## config.mk

```make
export PLATFORM = sky130hd
export DESIGN_NAME = add_sub_multicycle
export DESIGN_NICKNAME = d
export VERILOG_FILES = /design/src/rtl/add_sub_multicycle.sv
export SDC_FILE = /design/constraint.sdc
export NUM_CORES = 1
export LEC_CHECK = 0
export ABC_AREA = 1
export ABC_CLOCK_PERIOD_IN_PS = 2450
export CORE_ASPECT_RATIO = 0.8
export CORE_MARGIN = 3
export CORE_UTILIZATION = 47
export DETAILED_ROUTE_END_ITERATION = 16
export GPL_TIMING_DRIVEN = 0
export PLACE_DENSITY = 0.81
export SYNTH_ARGS = -nofsm -noshare
export SYNTH_HDL_FRONTEND = slang
export SYNTH_SLANG_ARGS = --single-unit
```

## constraint.sdc

```tcl
create_clock -name clock -period 2.45 [get_ports clock]
set_input_delay 0.49 -clock clock [delete_from_list [all_inputs] [get_ports clock]]
set_output_delay 0.49 -clock clock [all_outputs]
set_load 0.01 [all_outputs]
```

## src/rtl/add_sub_multicycle.sv

```systemverilog
// Chunk-serial signed add/subtract unit: processes CHUNK bits per clock with a
// rippled carry between chunks, valid/ready handshake on both sides.
module add_sub_multicycle #(
  parameter int WIDTH = 32,
  parameter int CHUNK = 8
) (
  input  logic             clock,
  input  logic             reset_n,
  input  logic             in_valid,
  output logic             in_ready,
  input  logic [WIDTH-1:0] data_A,
  input  logic [WIDTH-1:0] data_B,
  input  logic             sub,
  output logic             out_valid,
  input  logic             out_ready,
  output logic [WIDTH-1:0] result,
  output logic             overflow,
  output logic             isNotEqual,
  output logic             isLessThan
);

  localparam int NCHUNK = WIDTH / CHUNK;
  localparam int IDX_W  = (NCHUNK > 1) ? $clog2(NCHUNK) : 1;

  if ((CHUNK <= 0) || (WIDTH % CHUNK != 0)) begin : g_bad_params
    $error("add_sub_multicycle: WIDTH (%0d) must be a positive multiple of CHUNK (%0d)",
           WIDTH, CHUNK);
  end

  typedef enum logic [1:0] {IDLE, BUSY, DONE} state_t;

  state_t             state, state_nxt;
  logic [WIDTH-1:0]   a_q, bn_q;
  logic               carry_q;
  logic [IDX_W-1:0]   idx_q;
  logic               ovf_q;

  logic [CHUNK-1:0]   a_chk, b_chk, s_chk;
  logic               c_out;
  logic               last;
  logic               ovf_nxt;

  assign a_chk = a_q[idx_q*CHUNK +: CHUNK];
  assign b_chk = bn_q[idx_q*CHUNK +: CHUNK];
  assign {c_out, s_chk} = {1'b0, a_chk} + {1'b0, b_chk} + {{CHUNK{1'b0}}, carry_q};
  assign last = (idx_q == IDX_W'(NCHUNK - 1));

  // Signed overflow from the top chunk: carry into MSB differs from carry out.
  assign ovf_nxt = a_q[WIDTH-1] ^ bn_q[WIDTH-1] ^ s_chk[CHUNK-1] ^ c_out;

  always_comb begin
    state_nxt = state;
    case (state)
      IDLE:    if (in_valid)  state_nxt = BUSY;
      BUSY:    if (last)      state_nxt = DONE;
      DONE:    if (out_ready) state_nxt = IDLE;
      default:                state_nxt = IDLE;
    endcase
  end

  assign in_ready  = (state == IDLE);
  assign out_valid = (state == DONE);

  always_ff @(posedge clock or negedge reset_n) begin
    if (!reset_n) begin
      state   <= IDLE;
      a_q     <= '0;
      bn_q    <= '0;
      carry_q <= 1'b0;
      idx_q   <= '0;
      result  <= '0;
      ovf_q   <= 1'b0;
    end else begin
      state <= state_nxt;
      case (state)
        IDLE: if (in_valid) begin
          a_q     <= data_A;
          bn_q    <= data_B ^ {WIDTH{sub}};
          carry_q <= sub;
          idx_q   <= '0;
          result  <= '0;
          ovf_q   <= 1'b0;
        end
        BUSY: begin
          result[idx_q*CHUNK +: CHUNK] <= s_chk;
          carry_q <= c_out;
          idx_q   <= idx_q + 1'b1;
          if (last) ovf_q <= ovf_nxt;
        end
        default: ;
      endcase
    end
  end

  assign overflow   = ovf_q;
  assign isNotEqual = |result;
  assign isLessThan = result[WIDTH-1] ^ ovf_q;

endmodule
```

Yosys cells after proc, flatten, opt, wreduce, memory -nomap -nowiden
Cells that the tools add are included.

word-level totals
  ROM bits = 0
  input bits = 69
  logic and storage cells = 47
  latch bits = 0
  bits in writable memories = 0
  memories = 0
  output and inout bits = 37
  flip-flop bits (word level) = 102

cells by class
  multiply operators = 0
  divide/modulo/power cells = 0
  eq/ne operators = 6
  add/sub/neg operators = 4
  bitwise logic cells = 5
  $lt $le $gt $ge = 0
  shift operators = 4
  reductions and logical operators = 7
  muxes and demuxes = 14

operator list
  cell                                                   number
  one-hot mux 32 bit (2 select lines)                    1
  variable part select 32 x 6 -> 8 bit                   2
  negation 5 -> 34 bit                                   1
  variable shift 8 x 34 -> 32 bit, first input constant  1
  variable part select 8 x 34 -> 32 bit                  1
  bitwise mux 32 bit                                     1
  two-way mux 32 bit                                     1
  OR reduction 32 bit                                    1
  XOR 32 bit                                             1
  adder 8 x 8 -> 9 bit                                   1
  adder 9 x 1 -> 9 bit                                   1
  two-way mux 2 bit                                      4
  one-hot mux 2 bit (3 select lines)                     1
  AND reduction 3 bit                                    2
  == test 2 bit, second input constant                   2
  inequality test 2 bit, second input constant           2
  one-hot mux 1 bit (2 select lines)                     2
  one-hot mux 2 bit (2 select lines)                     1
  AND reduction 2 bit                                    2
  XOR 1 bit                                              4
  two-way mux 1 bit                                      3
  adder 2 x 1 -> 2 bit, second input constant            1
  == test 2 x 1 -> 1 bit, second input constant          1
  zero test 2 bit                                        1
  2 further kinds                                        2

Logic depth before layout (Yosys ltp)
Gate-level depths: netlist (run 1).

  word-level depth = 7
  gate-level depth with buffers = 17
  depth with buffers taken out = 15

Worst setup path before layout (run 1)
Ideal clock, no wire load.

  path kind = register to register
  start = reg idx_q[0]
  end = reg result[14]
  setup time = 0.117 ns
  required time = 2.333 ns
  period minus slack after synthesis = 2.527 ns
  data arrival time = 2.409 ns
  path slack = -0.077 ns
  path buffers = 2
  stages on the path, launching flop included = 16
  cells stage by stage = dfrtp_1 -> buf_2 -> clkinv_1 -> clkbuf_1 -> o21ai_0 -> o22ai_1 -> fa_1 -> inv_1 -> fa_1 -> inv_1 -> nand4_1 -> nand3_2 -> xnor2_1 -> nor2_2 -> nand3_1 -> nand2_1

on the way
  cells in the longest elaborated chain, start to end = 6
  elaborated cells between the ends (all ways) = 9
  classes of those cells = 3 x add/sub; 4 x shift; 2 x mux

RTL lines
  item                                                            RTL line  RTL
  start: declaration                                              35        logic [IDX_W-1:0] idx_q;
  start signal: assignment                                        87        idx_q <= idx_q + 1'b1;
  variable part select 32 x 6 -> 8 bit, on equally long branches  43, 44
  adder 8 x 8 -> 9 bit                                            45        assign {c_out, s_chk} = {1'b0, a_chk} + {1'b0, b_chk} + {{CHUNK{1'b0}}, carry_q};
  adder 9 x 1 -> 9 bit                                            45
  variable part select 8 x 34 -> 32 bit                           85        result[idx_q*CHUNK +: CHUNK] <= s_chk;
  bitwise mux 32 bit (*)                                          85
  one-hot mux 32 bit (2 select lines) (*)                         75        case (state)
  end signal: indexed assignment                                  85
  end: declaration                                                16        output logic [WIDTH-1:0] result,

Mark *: on every way between the ends. The rest lies on a longest branch, timed or not.
A chain may end at the register's enable or synchronous reset.

Worst setup path in the final report (run 1)
  start = reg idx_q[0]
  end = reg ovf_q (netlist: overflow)

on the way
  cells in the longest elaborated chain, start to end = 7
  elaborated cells between the ends (all ways) = 11
  classes of those cells = 2 x add/sub; 2 x eq/ne; 2 x shift; 2 x mux; 2 x bitwise; 1 x reduce/logical

RTL lines
  item                                                            RTL line  RTL
  variable part select 32 x 6 -> 8 bit, on equally long branches  43, 44
  adder 8 x 8 -> 9 bit                                            45
  adder 9 x 1 -> 9 bit                                            45
  XOR 1 bit (2 in a row)                                          49        assign ovf_nxt = a_q[WIDTH-1] ^ bn_q[WIDTH-1] ^ s_chk[CHUNK-1] ^ c_out;
  two-way mux 1 bit                                               88        if (last) ovf_q <= ovf_nxt;
  one-hot mux 1 bit (2 select lines)                              75
  end signal: assignment                                          88
  end: declaration                                                36        logic ovf_q;

Parallel ways exist; a longest one is shown, timed or not. The select of a mux whose other input is x is not followed.

==> metrics.txt, run 1 <==
commonest non-fill, non-tap cell in the layout=nand2_1; met3 Use GR=under 10%; worst slack at placement=-0.658 ns; GR peak layer=met2; largest net degree at the start of global routing=53; #FFs+latches synth=about 100; Overflow after GRT=0; synthesis-to-finish area growth=38.8%; pin slew with the least headroom to its limit=0.658 ns; post-route ant nets=0; detailed-route via count=approximately 5000; kind of critical path=flip-flop to flip-flop; post-synthesis sequential area ratio=49.2%; CTS tree=built; DRT Wirelength=between 15000 and 20000 um; Compound-Gate Fraction of Synth Area=roughly 13%; Power Density=1790 mW/mm^2; DIE WIDTH=123 um; RSZ-0062 raised after global routing=true; residual DRC count=0; reg2reg start=idx_q[0]$_DFFE_PN0P_; adder-cell share of the synthesized area=under 10%; syn_nets=about 700; portion of netlist area occupied by mux cells=0%; synth unique cells=33; commonest cells after routing, fill and taps aside=187 x nand2_1, 102 x clkdlybuf4s50_1, 101 x dfrtp_1, 60 x o21ai_0, 42 x inv_1; largest family of logic cells by synthesized area=simple AND/OR/NAND/NOR gates; Synth top area share=between 40% and 50%; core box area=between 0.01 and 0.015 sq mm; period utilisation layout=106%; Max Root-Sink Buffers=2; Via density=5.45; initial drt markers=433; critical path arrival=2.84 ns; R2R Path End=overflow$_DFFE_PN0P_; max-slew violation count=0; reg2reg path depth=16; maximum vdd drop=roughly 970 uV; Hold Crit Class=input pin to asynchronous set/reset pin; Startpoint Class=flip-flop; clock skew=0.00769 ns; top post-synthesis cells by area=dfrtp_1 49%, nand2_1 14%, o21ai_0 6.8%; CP endpoint kind=flip-flop; dpl hpwl=between 10000 and 15000 um; failing checks=negative setup slack; H-tree depth=3; initial antenna violation count=0; vias in the first global route=around 4800; DR pass1 iterations=5; worst path required time=roughly 2.7 ns; Syn Area/Cell=8.41 sq um; Max Cap Violations=0; number of diodes=0; Storage cell area=between 0.002 and 0.003 sq mm; XOR/XNOR share of the synthesized area=6.92%; CTS Root Cell=clkbuf_16; CTS buffer count=9; clk_lat worst skew=roughly 0.34 ns; R2R Setup Slk=-0.16 ns; Fin. Hold Viols=0; share of layout cells above drive strength 1=between 10% and 20%; Cells after Synth=about 620; routability cong.=roughly 0.87; # port buffers=104; # hold bufs at CTS=0; Fillers=about 790; setup violators final=13; global-route wire length before repair=around 24000 um; simple-gate share of the synthesized area=21.6%; Max-slew headroom=approximately 56%; total track usage=between 20% and 30%; min Tclk post-route=2.61 ns; die area=0.0123 sq mm; fmax=384 MHz; area of the multi-input gates=0.00249 sq mm; Lkg Pwr=about 3.3 nW; IO Pins=~110; clock sink count=102; warnings from Yosys=0; met1 usage=between 30 and 40%; WL per Instance=16.8 um; setup TNS=-1.30 ns; DIE HEIGHT=~100 um; nets=roughly 840; Overall Power=about 13 mW; worst-path fanout max=7; Synth area leader=dfrtp_1; clock-pin slew on the worst setup and hold paths=~0.070 ns; PnR worst setup slack=-0.155 ns; Cell Area, Synth=about 0.0052 sq mm; GR Util met2=approximately two fifths; Core Rows=33; run status=finished with violations; initial core utilization=between 40 and 50%
timing repair:
action                                  in CTS  in global routing
pin swaps                                   11                 12
endpoints found under the setup margin      32                 29
setup buffers                               17                  5
cloned                                       1                  0
gates resized for setup                     55                 21
power breakdown:
part	switching [mW]	internal (mW)
sequential	0.540	2.44
clock	0.663	0.807
combinational	4.78	3.65
final cells by class:
class | instances | share of cell area, %
plain buffers | 30 | 3.27
clock buffers | 9 | 3.13
clock inverters | 7 | 1.11
inverters | 48 | 2.68
multi-input cells | 437 | 34.6
flip-flops and latches | 102 | 35.5
well taps | 140 | 2.43
repair buffers | 128 | 17.3
cell families (layout without fill, tap and decap cells):
kind of cell             count (synthesis)  in the layout
AND/OR/NAND/NOR                        268            268
AO/OA/AOI/OAI                          115            115
flip-flops                             102            102
buffers and inverters                   78            222
XOR/XNOR                                41             41
adder cells (fa/ha/maj)                 13             13
cells in the mapped netlist (all sizes together):
master	count
fa	2
clkinv	2
nor4	4
nand2	195
clkbuf	10
xor2	3
o31ai	1
dfrtp	102
nor3	1
ha	11
o22ai	26
buf	20
o21ai	73
nand4	8
o211ai	1
xnor2	38
nand3	17
inv	46
o32ai	5
a21oi	7
a32oi	2
nor2	43
worst max-delay path by stage:
| stage | startpoint | endpoint | slack (ns) | cells after the start |
|---|---|---|---|---|
| after floorplan | idx_q[0]$_DFFE_PN0P_ | result[14]$_DFFE_PN0P_ | 0.03 | 14 |
| final | idx_q[0]$_DFFE_PN0P_ | overflow$_DFFE_PN0P_ | -0.16 | 16 |
| after global routing | idx_q[0]$_DFFE_PN0P_ | overflow$_DFFE_PN0P_ | -0.29 | 14 |
| after CTS | idx_q[0]$_DFFE_PN0P_ | result[30]$_DFFE_PN0P_ | -0.03 | 15 |
| after global placement | reset_n | bn_q[22]$_DFFE_PN0P_ | -2.68 | 1 |
| after detailed placement | idx_q[0]$_DFFE_PN0P_ | result[28]$_DFFE_PN0P_ | -0.66 | 15 |
metal layers:
| metal | part of all wire [%] | vias to the layer above | wire length (um) |
|---|---|---|---|
| met2 | 46 | 266 | 7050 |
| met5 | 0 | - | 0 |
| met4 | 3.1 | 0 | 474 |
| met1 | 42 | 2314 | 6430 |
| met3 | 8.0 | 43 | 1210 |
| li1 | - | 2290 | - |
registers in the layout, indices dropped and copies added, names as in the netlist:
name      flops
bn_q         32
state         2
overflow      1
a_q          32
idx_q         2
carry_q       1
result       32
stage by stage:
step           util (%)  area, sq um  std cells  hold slack, ns
3_3_place_gp       61.1         6410        861           0.463
5_1_grt            68.6         7200        901           0.212
2_1_floorplan         -         5190        617           0.194
4_1_cts            67.2         7040        896           0.201
3_5_place_dp       61.3         6430        862           0.463
6_report           68.6         7200        901           0.173
worst max-delay path: stages, from the launching register on:
cell and delay (ns):
dfrtp_1 0.38, buf_6 0.17, clkinv_8 0.08, buf_8 0.14, buf_4 0.14, o21ai_0 0.19
o22ai_1 0.11, ha_2 0.40, nand2_1 0.08, nor2_1 0.12, nand2_1 0.13, nand2_2 0.11
nand2_1 0.06, nand3_1 0.12, nand3_1 0.11, nand3_1 0.10, nand2_1 0.06
No activity file was read; power rests on OpenSTA's default activity.
==> run 2: changes to the inputs <==
--- a/config.mk
+++ b/config.mk
@@ -12,6 +12,7 @@
 export CORE_UTILIZATION = 47
 export DETAILED_ROUTE_END_ITERATION = 16
 export GPL_TIMING_DRIVEN = 0
+export HOLD_SLACK_MARGIN = 0.12
 export PLACE_DENSITY = 0.81
 export SYNTH_ARGS = -nofsm -noshare
 export SYNTH_HDL_FRONTEND = slang
==> results of run 2 <==
No change in the layout: final DEF, timing and power equal those of run 1.
==> variant: new RTL, settings of run 1 <==
Set the parameter `WIDTH` to 64 (it was 32).
--- a/src/rtl/add_sub_multicycle.sv
+++ b/src/rtl/add_sub_multicycle.sv
@@ -1,7 +1,7 @@
 // Chunk-serial signed add/subtract unit: processes CHUNK bits per clock with a
 // rippled carry between chunks, valid/ready handshake on both sides.
 module add_sub_multicycle #(
-  parameter int WIDTH = 32,
+  parameter int WIDTH = 64,
   parameter int CHUNK = 8
 ) (
   input  logic             clock,
Ports: changed (resized data_A, data_B and result); port bits go from 106 to 202. No check against the original RTL was run, so the function may have changed too.
==> variant against run 1 <==
The flow still finishes with violations (negative setup slack); total power grew 99%; design area grew 93%; clock power up 120%; sequential cell count increased by 97; count of clock-buffer cells in the layout rose by 9; hold slack lost 0.16 ns; sequential power rose by 100%; first-iteration DRC count rose to 3.1 times the old value; worst setup slack worse by 0.52 ns; area after synthesis grew 90%; maximum frequency down 17%; routed wire length increased by 120%; largest cell class unchanged.
==> variant: results (changes against run 1) <==
status: "finished with violations"
violations: "negative setup slack"
dpl_cell_area_um2: 12200  # +90%
fin_ws_ns: -0.672  # -0.517 ns
ys_top_cells_by_count: "nand2_1, dfrtp_1, o21ai_0"
setup_viol: 58  # +45
signal_buffers: 310  # +96%
layout.nets: 1585  # +89%
critPathMaxStageDelay_ns: 0.47  # +0.07 ns
powerSeq_mw: 6.01  # +100%
fin_setup_tns_ns: -28.78  # -27.48 ns
first_iter_violations: 1358  # +210%
port_buffers: 200  # +92%
inverters: 42  # -13%
nMultiInputCombCells: 866  # +98%
synth.area.top_cells: "dfrtp_1, nand2_1, o21ai_0, xnor2_1, nor2_1"
endpoint: "result[13]"
comb_power_mw: 16.4  # +95%
regArea_um2: 4980  # +95%
syn-num-nets: 1324  # +89%
vias: 9788  # +99%
clk_latency_ns: 0.44  # +0.10 ns
grt_usage_pct: 28.1  # +3.4 points
buf_share_pct: 20.7  # +0.20 points
arrival_ns: 3.44  # +0.60 ns
synth_cell_types: 37  # +12%
fin_skew_ns: 0.0147  # +0.00701 ns
fill_cells: 1459  # +84%
reg2regPathDepth: 17  # +1
met2_usage_pct: 41.3  # +2.2 points
variant: cell families after synthesis:
logic type | synth area share, %
AOI/OAI and AO/OA | 12.8
xor gates and xnor gates | 6.22
and+or+nand+nor | 23.1
adders and majority gates | 2.18
buffers and inverters | 5.22
DFF | 50.5
variant: what timing repair did:
| item | CTS | global route |
|---|---|---|
| cloned | 0 | 0 |
| pin swaps | 30 | 25 |
| resized for setup | 124 | 62 |
| endpoints found under the setup margin | 67 | 65 |
| buffers inserted | 34 | 11 |
variant: stage by stage:
step	worst slack [ns]	hold slack [ns]	util [%]	cells
2_1_floorplan	-0.237	0.194	-	1175
3_5_place_dp	-1.15	0.462	60.6	1640
4_1_cts	-0.555	0.0685	67.3	1706
6_report	-0.672	0.0146	68.7	1713
3_3_place_gp	-7.21	0.458	60.4	1639
5_1_grt	-0.753	0.0682	68.7	1713
